--- config.mk ---
export PLATFORM = sky130hd
export DESIGN_NAME = rr_requester_4ch_flat
export DESIGN_NICKNAME = d
export VERILOG_FILES = /design/src/rtl/rr_requester_4ch_if.sv /design/src/rtl/rr_requester_4ch.sv /design/src/flat_wrapper.sv
export SDC_FILE = /design/constraint.sdc
export NUM_CORES = 1
export LEC_CHECK = 0
export ABC_CLOCK_PERIOD_IN_PS = 3450
export CAP_MARGIN = 30
export CORE_MARGIN = 5
export CORE_UTILIZATION = 57
export CTS_CLUSTER_SIZE = 20
export DETAILED_ROUTE_END_ITERATION = 12
export GPL_TIMING_DRIVEN = 1
export PLACE_DENSITY = 0.79
export SYNTH_ARGS = -nofsm -noshare
export SYNTH_HDL_FRONTEND = slang
export SYNTH_SLANG_ARGS = --single-unit
--- constraint.sdc ---
create_clock -name clk -period 3.45 [get_ports clk]
set_clock_uncertainty 0.05 [all_clocks]
set_input_delay 0.69 -clock clk [delete_from_list [all_inputs] [get_ports clk]]
set_output_delay 0.69 -clock clk [all_outputs]
set_load 0.02 [all_outputs]
--- src/rtl/rr_requester_4ch_if.sv ---
// Bundles the producer, arbiter and output-bus signals of the 4-channel round-robin requester.
// The design sits on the slave modport; a producer/arbiter/consumer model sits on the master modport.
interface rr_requester_4ch_if #(
  parameter int DATA_W = 8
);
  logic [3:0]          push_valid_i;
  logic [4*DATA_W-1:0] push_data_i;
  logic [3:0]          push_ready_o;
  logic [3:0]          req_o;
  logic [3:0]          gnt_i;
  logic                out_valid_o;
  logic [1:0]          out_chan_o;
  logic [DATA_W-1:0]   out_data_o;
  logic                err_o;
  logic [3:0]          starve_o;

  modport slave (
    input  push_valid_i, push_data_i, gnt_i,
    output push_ready_o, req_o, out_valid_o, out_chan_o, out_data_o, err_o, starve_o
  );

  modport master (
    output push_valid_i, push_data_i, gnt_i,
    input  push_ready_o, req_o, out_valid_o, out_chan_o, out_data_o, err_o, starve_o
  );
endinterface

--- src/rtl/rr_requester_4ch.sv ---
// Four per-channel FIFOs that request a round-robin arbiter and pop the granted head onto one registered bus.
// Define RR_REQ_STARVE_MON_EN to build the per-channel starvation monitor; otherwise starve_o is tied low.
module rr_requester_4ch #(
  parameter int DATA_W       = 8,
  parameter int DEPTH        = 4,
  parameter int STARVE_LIMIT = 15
) (
  input logic                clk,
  input logic                reset,
  rr_requester_4ch_if.slave  bus
);
  localparam int AW = $clog2(DEPTH);
  localparam int CW = AW + 1;

  if (DEPTH < 2 || (DEPTH & (DEPTH - 1)) != 0) begin : g_bad_depth
    $error("rr_requester_4ch: DEPTH must be a power of two and at least 2");
  end
  if (STARVE_LIMIT < 1) begin : g_bad_limit
    $error("rr_requester_4ch: STARVE_LIMIT must be at least 1");
  end

  logic [DATA_W-1:0] mem [4][DEPTH];
  logic [AW-1:0]     wr_ptr [4];
  logic [AW-1:0]     rd_ptr [4];
  logic [CW-1:0]     count  [4];

  logic [3:0] req;
  logic [3:0] ready;
  logic [3:0] push;
  logic [3:0] pop;
  logic       gnt_onehot;
  logic       gnt_legal;
  logic       gnt_illegal;
  logic [1:0] gnt_idx;

  logic              out_valid_q;
  logic [1:0]        out_chan_q;
  logic [DATA_W-1:0] out_data_q;
  logic              err_q;

  // Request and ready come from registered counts only, so there is no path gnt_i -> req_o.
  always_comb begin
    req   = '0;
    ready = '0;
    for (int i = 0; i < 4; i++) begin
      req[i]   = (count[i] != '0);
      ready[i] = (count[i] != CW'(DEPTH));
    end
  end

  always_comb begin
    gnt_onehot  = (bus.gnt_i != 4'b0000) && ((bus.gnt_i & (bus.gnt_i - 4'd1)) == 4'b0000);
    gnt_legal   = gnt_onehot && ((bus.gnt_i & req) == bus.gnt_i);
    gnt_illegal = (bus.gnt_i != 4'b0000) && !gnt_legal;
    gnt_idx     = 2'd0;
    for (int i = 0; i < 4; i++) begin
      if (bus.gnt_i[i]) gnt_idx = 2'(i);
    end
    push = bus.push_valid_i & ready;
    pop  = gnt_legal ? bus.gnt_i : 4'b0000;
  end

  // Storage is not reset; the counts alone decide which entries are live.
  always_ff @(posedge clk) begin
    for (int i = 0; i < 4; i++) begin
      if (push[i]) mem[i][wr_ptr[i]] <= bus.push_data_i[i*DATA_W +: DATA_W];
    end
  end

  always_ff @(posedge clk or posedge reset) begin
    if (reset) begin
      for (int i = 0; i < 4; i++) begin
        wr_ptr[i] <= '0;
        rd_ptr[i] <= '0;
        count[i]  <= '0;
      end
    end else begin
      for (int i = 0; i < 4; i++) begin
        if (push[i]) wr_ptr[i] <= wr_ptr[i] + AW'(1);
        if (pop[i])  rd_ptr[i] <= rd_ptr[i] + AW'(1);
        case ({push[i], pop[i]})
          2'b10:   count[i] <= count[i] + CW'(1);
          2'b01:   count[i] <= count[i] - CW'(1);
          default: count[i] <= count[i];
        endcase
      end
    end
  end

  // Chan/data hold their last value whenever nothing is popped.
  always_ff @(posedge clk or posedge reset) begin
    if (reset) begin
      out_valid_q <= 1'b0;
      out_chan_q  <= 2'd0;
      out_data_q  <= '0;
      err_q       <= 1'b0;
    end else begin
      out_valid_q <= gnt_legal;
      if (gnt_legal) begin
        out_chan_q <= gnt_idx;
        out_data_q <= mem[gnt_idx][rd_ptr[gnt_idx]];
      end
      if (gnt_illegal) err_q <= 1'b1;
    end
  end

`ifdef RR_REQ_STARVE_MON_EN
  localparam int SW = $clog2(STARVE_LIMIT + 1);

  logic [SW-1:0] wait_cnt [4];
  logic [3:0]    starve;

  always_ff @(posedge clk or posedge reset) begin
    if (reset) begin
      for (int i = 0; i < 4; i++) wait_cnt[i] <= '0;
    end else begin
      for (int i = 0; i < 4; i++) begin
        if (!req[i] || pop[i]) begin
          wait_cnt[i] <= '0;
        end else if (wait_cnt[i] != SW'(STARVE_LIMIT)) begin
          wait_cnt[i] <= wait_cnt[i] + SW'(1);
        end
      end
    end
  end

  always_comb begin
    starve = '0;
    for (int i = 0; i < 4; i++) starve[i] = (wait_cnt[i] == SW'(STARVE_LIMIT));
  end

  assign bus.starve_o = starve;
`else
  assign bus.starve_o = 4'b0000;
`endif

  assign bus.push_ready_o = ready;
  assign bus.req_o        = req;
  assign bus.out_valid_o  = out_valid_q;
  assign bus.out_chan_o   = out_chan_q;
  assign bus.out_data_o   = out_data_q;
  assign bus.err_o        = err_q;

endmodule

--- src/flat_wrapper.sv ---
// flat-port wrapper written by rule: the top's interface ports become plain ports
module rr_requester_4ch_flat 
#(
  parameter int DATA_W       = 8,
  parameter int DEPTH        = 4,
  parameter int STARVE_LIMIT = 15
)
  (clk, reset, bus_push_valid_i, bus_push_data_i, bus_gnt_i, bus_push_ready_o, bus_req_o, bus_out_valid_o, bus_out_chan_o, bus_out_data_o, bus_err_o, bus_starve_o);
  rr_requester_4ch_if #(.DATA_W(DATA_W)) bus_i ();
  input logic clk;
  input logic reset;
  input wire logic [$bits(bus_i.push_valid_i)-1:0] bus_push_valid_i;
  input wire logic [$bits(bus_i.push_data_i)-1:0] bus_push_data_i;
  input wire logic [$bits(bus_i.gnt_i)-1:0] bus_gnt_i;
  output wire logic [$bits(bus_i.push_ready_o)-1:0] bus_push_ready_o;
  output wire logic [$bits(bus_i.req_o)-1:0] bus_req_o;
  output wire logic [$bits(bus_i.out_valid_o)-1:0] bus_out_valid_o;
  output wire logic [$bits(bus_i.out_chan_o)-1:0] bus_out_chan_o;
  output wire logic [$bits(bus_i.out_data_o)-1:0] bus_out_data_o;
  output wire logic [$bits(bus_i.err_o)-1:0] bus_err_o;
  output wire logic [$bits(bus_i.starve_o)-1:0] bus_starve_o;
  assign bus_i.push_valid_i = bus_push_valid_i;
  assign bus_i.push_data_i = bus_push_data_i;
  assign bus_i.gnt_i = bus_gnt_i;
  assign bus_push_ready_o = bus_i.push_ready_o;
  assign bus_req_o = bus_i.req_o;
  assign bus_out_valid_o = bus_i.out_valid_o;
  assign bus_out_chan_o = bus_i.out_chan_o;
  assign bus_out_data_o = bus_i.out_data_o;
  assign bus_err_o = bus_i.err_o;
  assign bus_starve_o = bus_i.starve_o;
  rr_requester_4ch #(.DATA_W(DATA_W), .DEPTH(DEPTH), .STARVE_LIMIT(STARVE_LIMIT)) u_core (.clk(clk), .reset(reset), .bus(bus_i));
endmodule
-- After elaboration in Yosys (flattened, before gate mapping)
Memory sizes are Yosys's and may differ from the RTL's.
Index checks and enable logic that the tools add are counted.
- register bits: 40
- memory bits (writable): 128
- input bits: 42
- output and inout port bits: 24
- word-level logic and storage cells: 114
- memories: 1
- memory list (memory ; words ; bits a word ; read ports ; clocked after memory_dff ; wr ports ; RTL line ; text):
    u_core.mem ; 4 ; 32 ; 1 ; 0 ; 4 ; rr_requester_4ch.sv:22 ; logic [DATA_W-1:0] mem [4][DEPTH];
- $add $sub $neg: 17
- magnitude comparators: 10
- equal/unequal tests: 13
- multiplexer cells: 30
- bitwise gates (word level): 9
- reduce and logical (&&, ||, !) cells: 18
- operators by type and width (cell ; count):
    two-way mux 32 bit ; 4
    demux 8 bit (select 2 bit) ; 4
    two-way mux 8 bit ; 6
    case mux 3 bit (2 select lines) ; 4
    greater-or-equal comparator 3 bit, second input constant ; 6
    NOT 2 -> 3 bit ; 6
    adder 2 x 1 -> 2 bit, second input constant ; 8
    binary-select mux 8 bit (select 2 bit) ; 1
    adder 3 x 1 -> 3 bit, second input constant ; 4
    bitwise AND 4 bit ; 3
    < comparator 3 x 1 -> 1 bit, second input constant ; 4
    inequality test 3 bit, second input constant ; 4
    nonzero test 3 bit ; 4
    subtractor 3 x 1 -> 3 bit, second input constant ; 4
    equality test 2 x 1 -> 1 bit, second input constant ; 4
    equality test 2 bit, second input constant ; 4
    two-way mux 2 bit ; 4
    nonzero test 2 bit ; 4
    logical AND 1 bit ; 7
    two-way mux 1 bit ; 5
    binary-select mux 2 bit (select 2 bit) ; 1
    equality test 4 bit ; 1
    zero test 4 bit ; 1
    two-way mux 4 bit ; 1
    3 further kinds ; 3

-- Depth between registers and ports, before layout
- depth after elaboration: 11
- mapped depth: 12
- depth with buffers taken out: 10

-- Worst setup path after synthesis
Ideal clock, no wire load.
- kind: in2reg
- start point: input bus_gnt_i[2]
- end point: register u_core.count[5] (netlist bit)
- library setup time: 0.079 ns
- arrival time: 2.820 ns
- required time: 3.321 ns
- setup slack: 0.501 ns
- stages: 12
- buffers on the path: 2
- path through: buf_4 nor4b_1 a2111oi_0 and3_4 buf_4 and2_1 ha_1 inv_1 fa_1 xor2_1 nor2_1 xor2_1
- longest elaborated chain between the ends: 8
- elaborated cells on any way between the ends: 13
- classes of those cells: 1 x add/sub; 3 x eq/ne; 2 x mux; 2 x bitwise; 5 x reduce/logical
- RTL lines (element ; RTL line ; text):
    start: declaration ; flat_wrapper.sv:14 ; input wire logic [$bits(bus_i.gnt_i)-1:0] bus_gnt_i;
    subtractor 4 x 1 -> 4 bit ; rr_requester_4ch.sv:52 ; gnt_onehot = (bus.gnt_i != 4'b0000) && ((bus.gnt_i & (bus.gnt_i - 4'd1)) == 4'b0000);
    bitwise AND 4 bit ; rr_requester_4ch.sv:52 ;
    zero test 4 bit ; rr_requester_4ch.sv:52 ;
    logical AND 1 bit ; rr_requester_4ch.sv:52 ;
    logical AND 1 bit ; rr_requester_4ch.sv:53 ; gnt_legal = gnt_onehot && ((bus.gnt_i & req) == bus.gnt_i);
    two-way mux 4 bit * ; rr_requester_4ch.sv:60 ; pop = gnt_legal ? bus.gnt_i : 4'b0000;
    net u_core.pop[2] ; rr_requester_4ch.sv:30 ; logic [3:0] pop;
    equality test 2 x 1 -> 1 bit or equality test 2 bit (tied branches) ; rr_requester_4ch.sv:81 ; case ({push[i], pop[i]})
    case mux 3 bit (2 select lines) or nonzero test 2 bit (tied branches) ; - ;
    end signal: indexed assignment ; rr_requester_4ch.sv:82 ; 2'b10: count[i] <= count[i] + CW'(1);
    end signal: indexed assignment ; rr_requester_4ch.sv:83 ; 2'b01: count[i] <= count[i] - CW'(1);
    end signal: indexed assignment ; rr_requester_4ch.sv:84 ; default: count[i] <= count[i];
    end: declaration ; rr_requester_4ch.sv:25 ; logic [CW-1:0] count [4];
The timed path passes the listed nets; every way through them passes the cells marked *.
A chain may end at the register's enable or synchronous reset.

-- Final worst setup path
- start point: input bus_gnt_i[0]
- end point: register u_core.count[8] (netlist bit)
- longest elaborated chain between the ends: 8
- elaborated cells on any way between the ends: 13
- classes of those cells: 1 x add/sub; 3 x eq/ne; 2 x mux; 2 x bitwise; 5 x reduce/logical
- RTL lines (element ; RTL line):
    subtractor 4 x 1 -> 4 bit ; rr_requester_4ch.sv:52
    bitwise AND 4 bit ; rr_requester_4ch.sv:52
    zero test 4 bit ; rr_requester_4ch.sv:52
    logical AND 1 bit ; rr_requester_4ch.sv:52
    logical AND 1 bit * ; rr_requester_4ch.sv:53
    two-way mux 4 bit * ; rr_requester_4ch.sv:60
    net u_core.pop[1] ; rr_requester_4ch.sv:30
    equality test 2 x 1 -> 1 bit or equality test 2 bit (tied branches) ; rr_requester_4ch.sv:81
    case mux 3 bit (2 select lines) or nonzero test 2 bit (tied branches) ; -
Marked as above.

==> impl_metrics.py <==
metrics = {
    "finish": {
        "post_layout_nonfiller_instances": 707,
        "fin_nets": 588,
        "drive_above_1_share_pct": 12.9,
        "fill_cells": 839,
        "multi_input_area_um2": 2060,
        "regArea_um2": 4840,
        "n_antenna_cell": 0,
        "stdcell_area_um2": 8490,
        "syn_to_final_growth_pct": 18.6,
    },
    "status": {
        "status": "finished, final reports clean",
    },
    "power_and_ir_drop": {
        "vdd_ir_drop_max_uv": 390,
        "p_per_area_nw_per_um2": 777,
        "p_leak_uw": 0.00322,
    },
    "sta": {
        "finalWorstSetupSlack_ps": 395,
        "finalHoldViolations": 0,
        "fmax_mhz": 327,
        "rsz0062_at_grt": "no",
        "drv_slew": 0,
        "worst_slew_pin_slew_ps": 801,
        "setup-tns-final_ps": 0,
        "worst_hold_slack_ps": 423,
        "period_share_pct": 88.5,
        "setup-violations-final": 0,
        "relSlewSlack_pct": 46.6,
        "period_minus_slack_ps": 3050,
    },
    "clock_network": {
        "cts_buffer_depth": 2,
        "post-cts-setup-buffers": 0,
        "htree_levels": 4,
        "postCtsResizedCells": 0,
        "ctsHoldBuffers": 0,
        "root_buffer": "clkbuf_16",
        "cts_tree": "yes",
        "clk_pin_slew_worst_paths_ps": 60,
        "numCtsBuffers": 17,
        "clock_latency_ps": 420,
        "clkSinkCount": 168,
    },
    "routing": {
        "ant_nets": 0,
        "met1_length_um": 6490,
        "via_count": 4121,
        "wl_per_cell_um": 21.5,
        "routed.top_layer": "met4",
        "post_drt_via_cell_ratio": 5.83,
        "wl_met2_um": 7340,
        "drt_iter0_drc": 460,
        "dr_wl_met3_um": 1200,
        "drt_wl_total_um": 15200,
        "drtPass1Iterations": 6,
        "drc": 0,
    },
    "worst_setup_path": {
        "required_ps": 3740,
        "cp-end-kind": "flop",
        "critPathKind": "primary input to flop",
        "worst-path-max-fanout": 8,
        "cp.arrival_ps": 3350,
        "start_kind": "primary input",
    },
    "synthesis": {
        "syn_inst": 453,
        "synth_edf_count": 128,
        "ys_seq_area_share_pct": 67.7,
        "ys_ff_latch": 168,
        "yosys_warnings": 0,
        "synth_cell_type_count": 38,
        "synth_flop_cell": "edfxtp_1",
        "synth.cell_area_um2": 7160,
        "syn-mean-instance-area_um2": 15.8,
        "async_flop_share_pct": 23.8,
    },
    "global_route": {
        "grt_max_degree": 38,
        "globalRouteOverflowTotal": 0,
        "antenna_found_initial": 0,
        "grt_use_total_pct": 21.9,
        "grt_pass1_wl_um": 23800,
        "grt_pass1_vias": 4257,
    },
    "flow_run": {
        "cap_violations": 0,
    },
    "floorplan": {
        "core_area_um2": 12500,
        "rows": 41,
        "die_x_um": 122,
        "dieHeight_um": 122,
        "initial_utilization_pct": 57.4,
        "pin_count": 66,
        "die-area_um2": 14900,
    },
    "placement": {
        "place_inst": 675,
        "hpwlAfterDp_um": 10200,
        "dpl_cell_area_um2": 7900,
        "io_buffers": 61,
        "pre_cts_slack_ps": 45.5,
        "gp_congestion": 0.837,
    },
    "hold_path": {
        "hold_path.class": "flop to flop",
    },
}
## power breakdown
group	total [uW]	internal [uW]	switching [uW]	leakage, uW
logic	1690	723	971	0.00129
registers	3020	2750	268	0.00165
clock network	1880	1130	751	0.000284
## per-layer routing
| layer | GRT usage, % | up-vias |
|---|---|---|
| met2 | 34.9 | 208 |
| met3 | 5.66 | 15 |
| met5 | 0 | - |
| met1 | 30.0 | 2044 |
| met4 | 6.23 | 0 |
| li1 | - | 1854 |
## cell usage in the layout, fill, tap and decap left out, drive strengths merged
cell           count
a2111oi            1
a21oi              2
a221o              8
a222oi            24
a31oi              1
and2              10
and3              17
buf               11
bufinv             3
clkbuf            19
clkdlybuf4s50     60
clkinv             9
clkinvlp           1
conb               4
dfrtp             40
edfxtp           128
fa                 4
ha                20
inv               28
mux2              24
mux2i             30
nand2             16
nand2b             1
nand3              8
nor2               8
nor2b             10
nor4b              2
o21ai              6
o221ai             9
o22a               1
or2                1
or3                4
xnor2             13
xor2              12
## kinds of logic (layout without fill, tap and decap cells)
| group | count (synthesis) | count (layout) | synth area share [%] |
|---|---|---|---|
| mux | 54 | 54 | 7.97 |
| simple gates | 77 | 77 | 6.17 |
| buf+inv | 52 | 131 | 3.76 |
| fa+ha+maj | 24 | 24 | 4.61 |
| compound gates | 52 | 52 | 6.71 |
| other cells | 1 | 4 | 0.0524 |
| flops | 168 | 168 | 67.7 |
| xor+xnor | 25 | 25 | 3.06 |
## worst max-delay path: stages
cell and delay [ps]:
clkdlybuf4s50_1 480, nor4b_1 180, a2111oi_0 390, and3_4 300, and2_1 210, ha_1 210
inv_1 60, fa_1 380, xor2_1 150, nor2_1 120, xor2_1 170
## worst paths after layout
path                       cells past startpoint                        to  slack, ps        startpoint
max in group asynchronous                      3          u_core.wr_ptr[5]       2130             reset
min                                            1          u_core.rd_ptr[3]        420  u_core.rd_ptr[3]
min reg2reg                                    1          u_core.rd_ptr[3]        420  u_core.rd_ptr[3]
min in group asynchronous                      2  u_core.bus.out_data_o[1]        520             reset
max                                           11           u_core.count[8]        400      bus_gnt_i[0]
max reg2reg                                   10           u_core.count[8]        810   u_core.count[9]
## cells in the mapped netlist, types with 2 or more instances
library cell	instances	area, um^2
a222oi_1	24	240
o21ai_0	6	30.0
clkbuf_1	5	18.8
o221ai_1	8	70.1
fa_1	4	80.1
a21oi_1	2	10.0
nand2_1	16	60.1
xor2_1	12	105
nor2_1	7	26.3
and2_1	10	62.6
nor2b_1	9	56.3
mux2_2	24	270
inv_1	27	101
xnor2_1	13	114
and3_1	16	100
nor4b_1	2	17.5
mux2i_1	30	300
or3_1	3	18.8
ha_1	20	250
buf_2	5	25.0
nand3_1	8	40.0
buf_6	4	45.0
a221o_1	8	80.1
dfrtp_1	40	1000
edfxtp_1	128	3840
buf_4	10	75.1
## area by class of cell
| class | count | area share [%] |
|---|---|---|
| sequential | 168 | 57.1 |
| multi-input combinational | 236 | 24.2 |
| timing repair buffer | 71 | 8.02 |
| clock buffer | 19 | 5.10 |
| tap | 172 | 2.53 |
| clock inverter | 13 | 1.81 |
| inverter | 28 | 1.24 |
## registers in the layout, indices dropped and copies added, names as in the netlist
signal	flops
u_core.bus.out_chan_o	2
u_core.rd_ptr	8
u_core.bus.err_o	1
u_core.mem	128
u_core.wr_ptr	8
u_core.bus.out_data_o	8
u_core.count	12
u_core.bus.out_valid_o	1
## metrics by stage
| step | utilization [%] | power [uW] |
|---|---|---|
| after floorplan | - | 4100 |
| after global placement | 63.4 | 4640 |
| after detailed placement | 63.4 | 4730 |
| after CTS | 68.1 | 6630 |
| after global routing | 68.1 | 6910 |
| final | 68.1 | 6590 |
No activity file was read; power rests on OpenSTA's default activity.
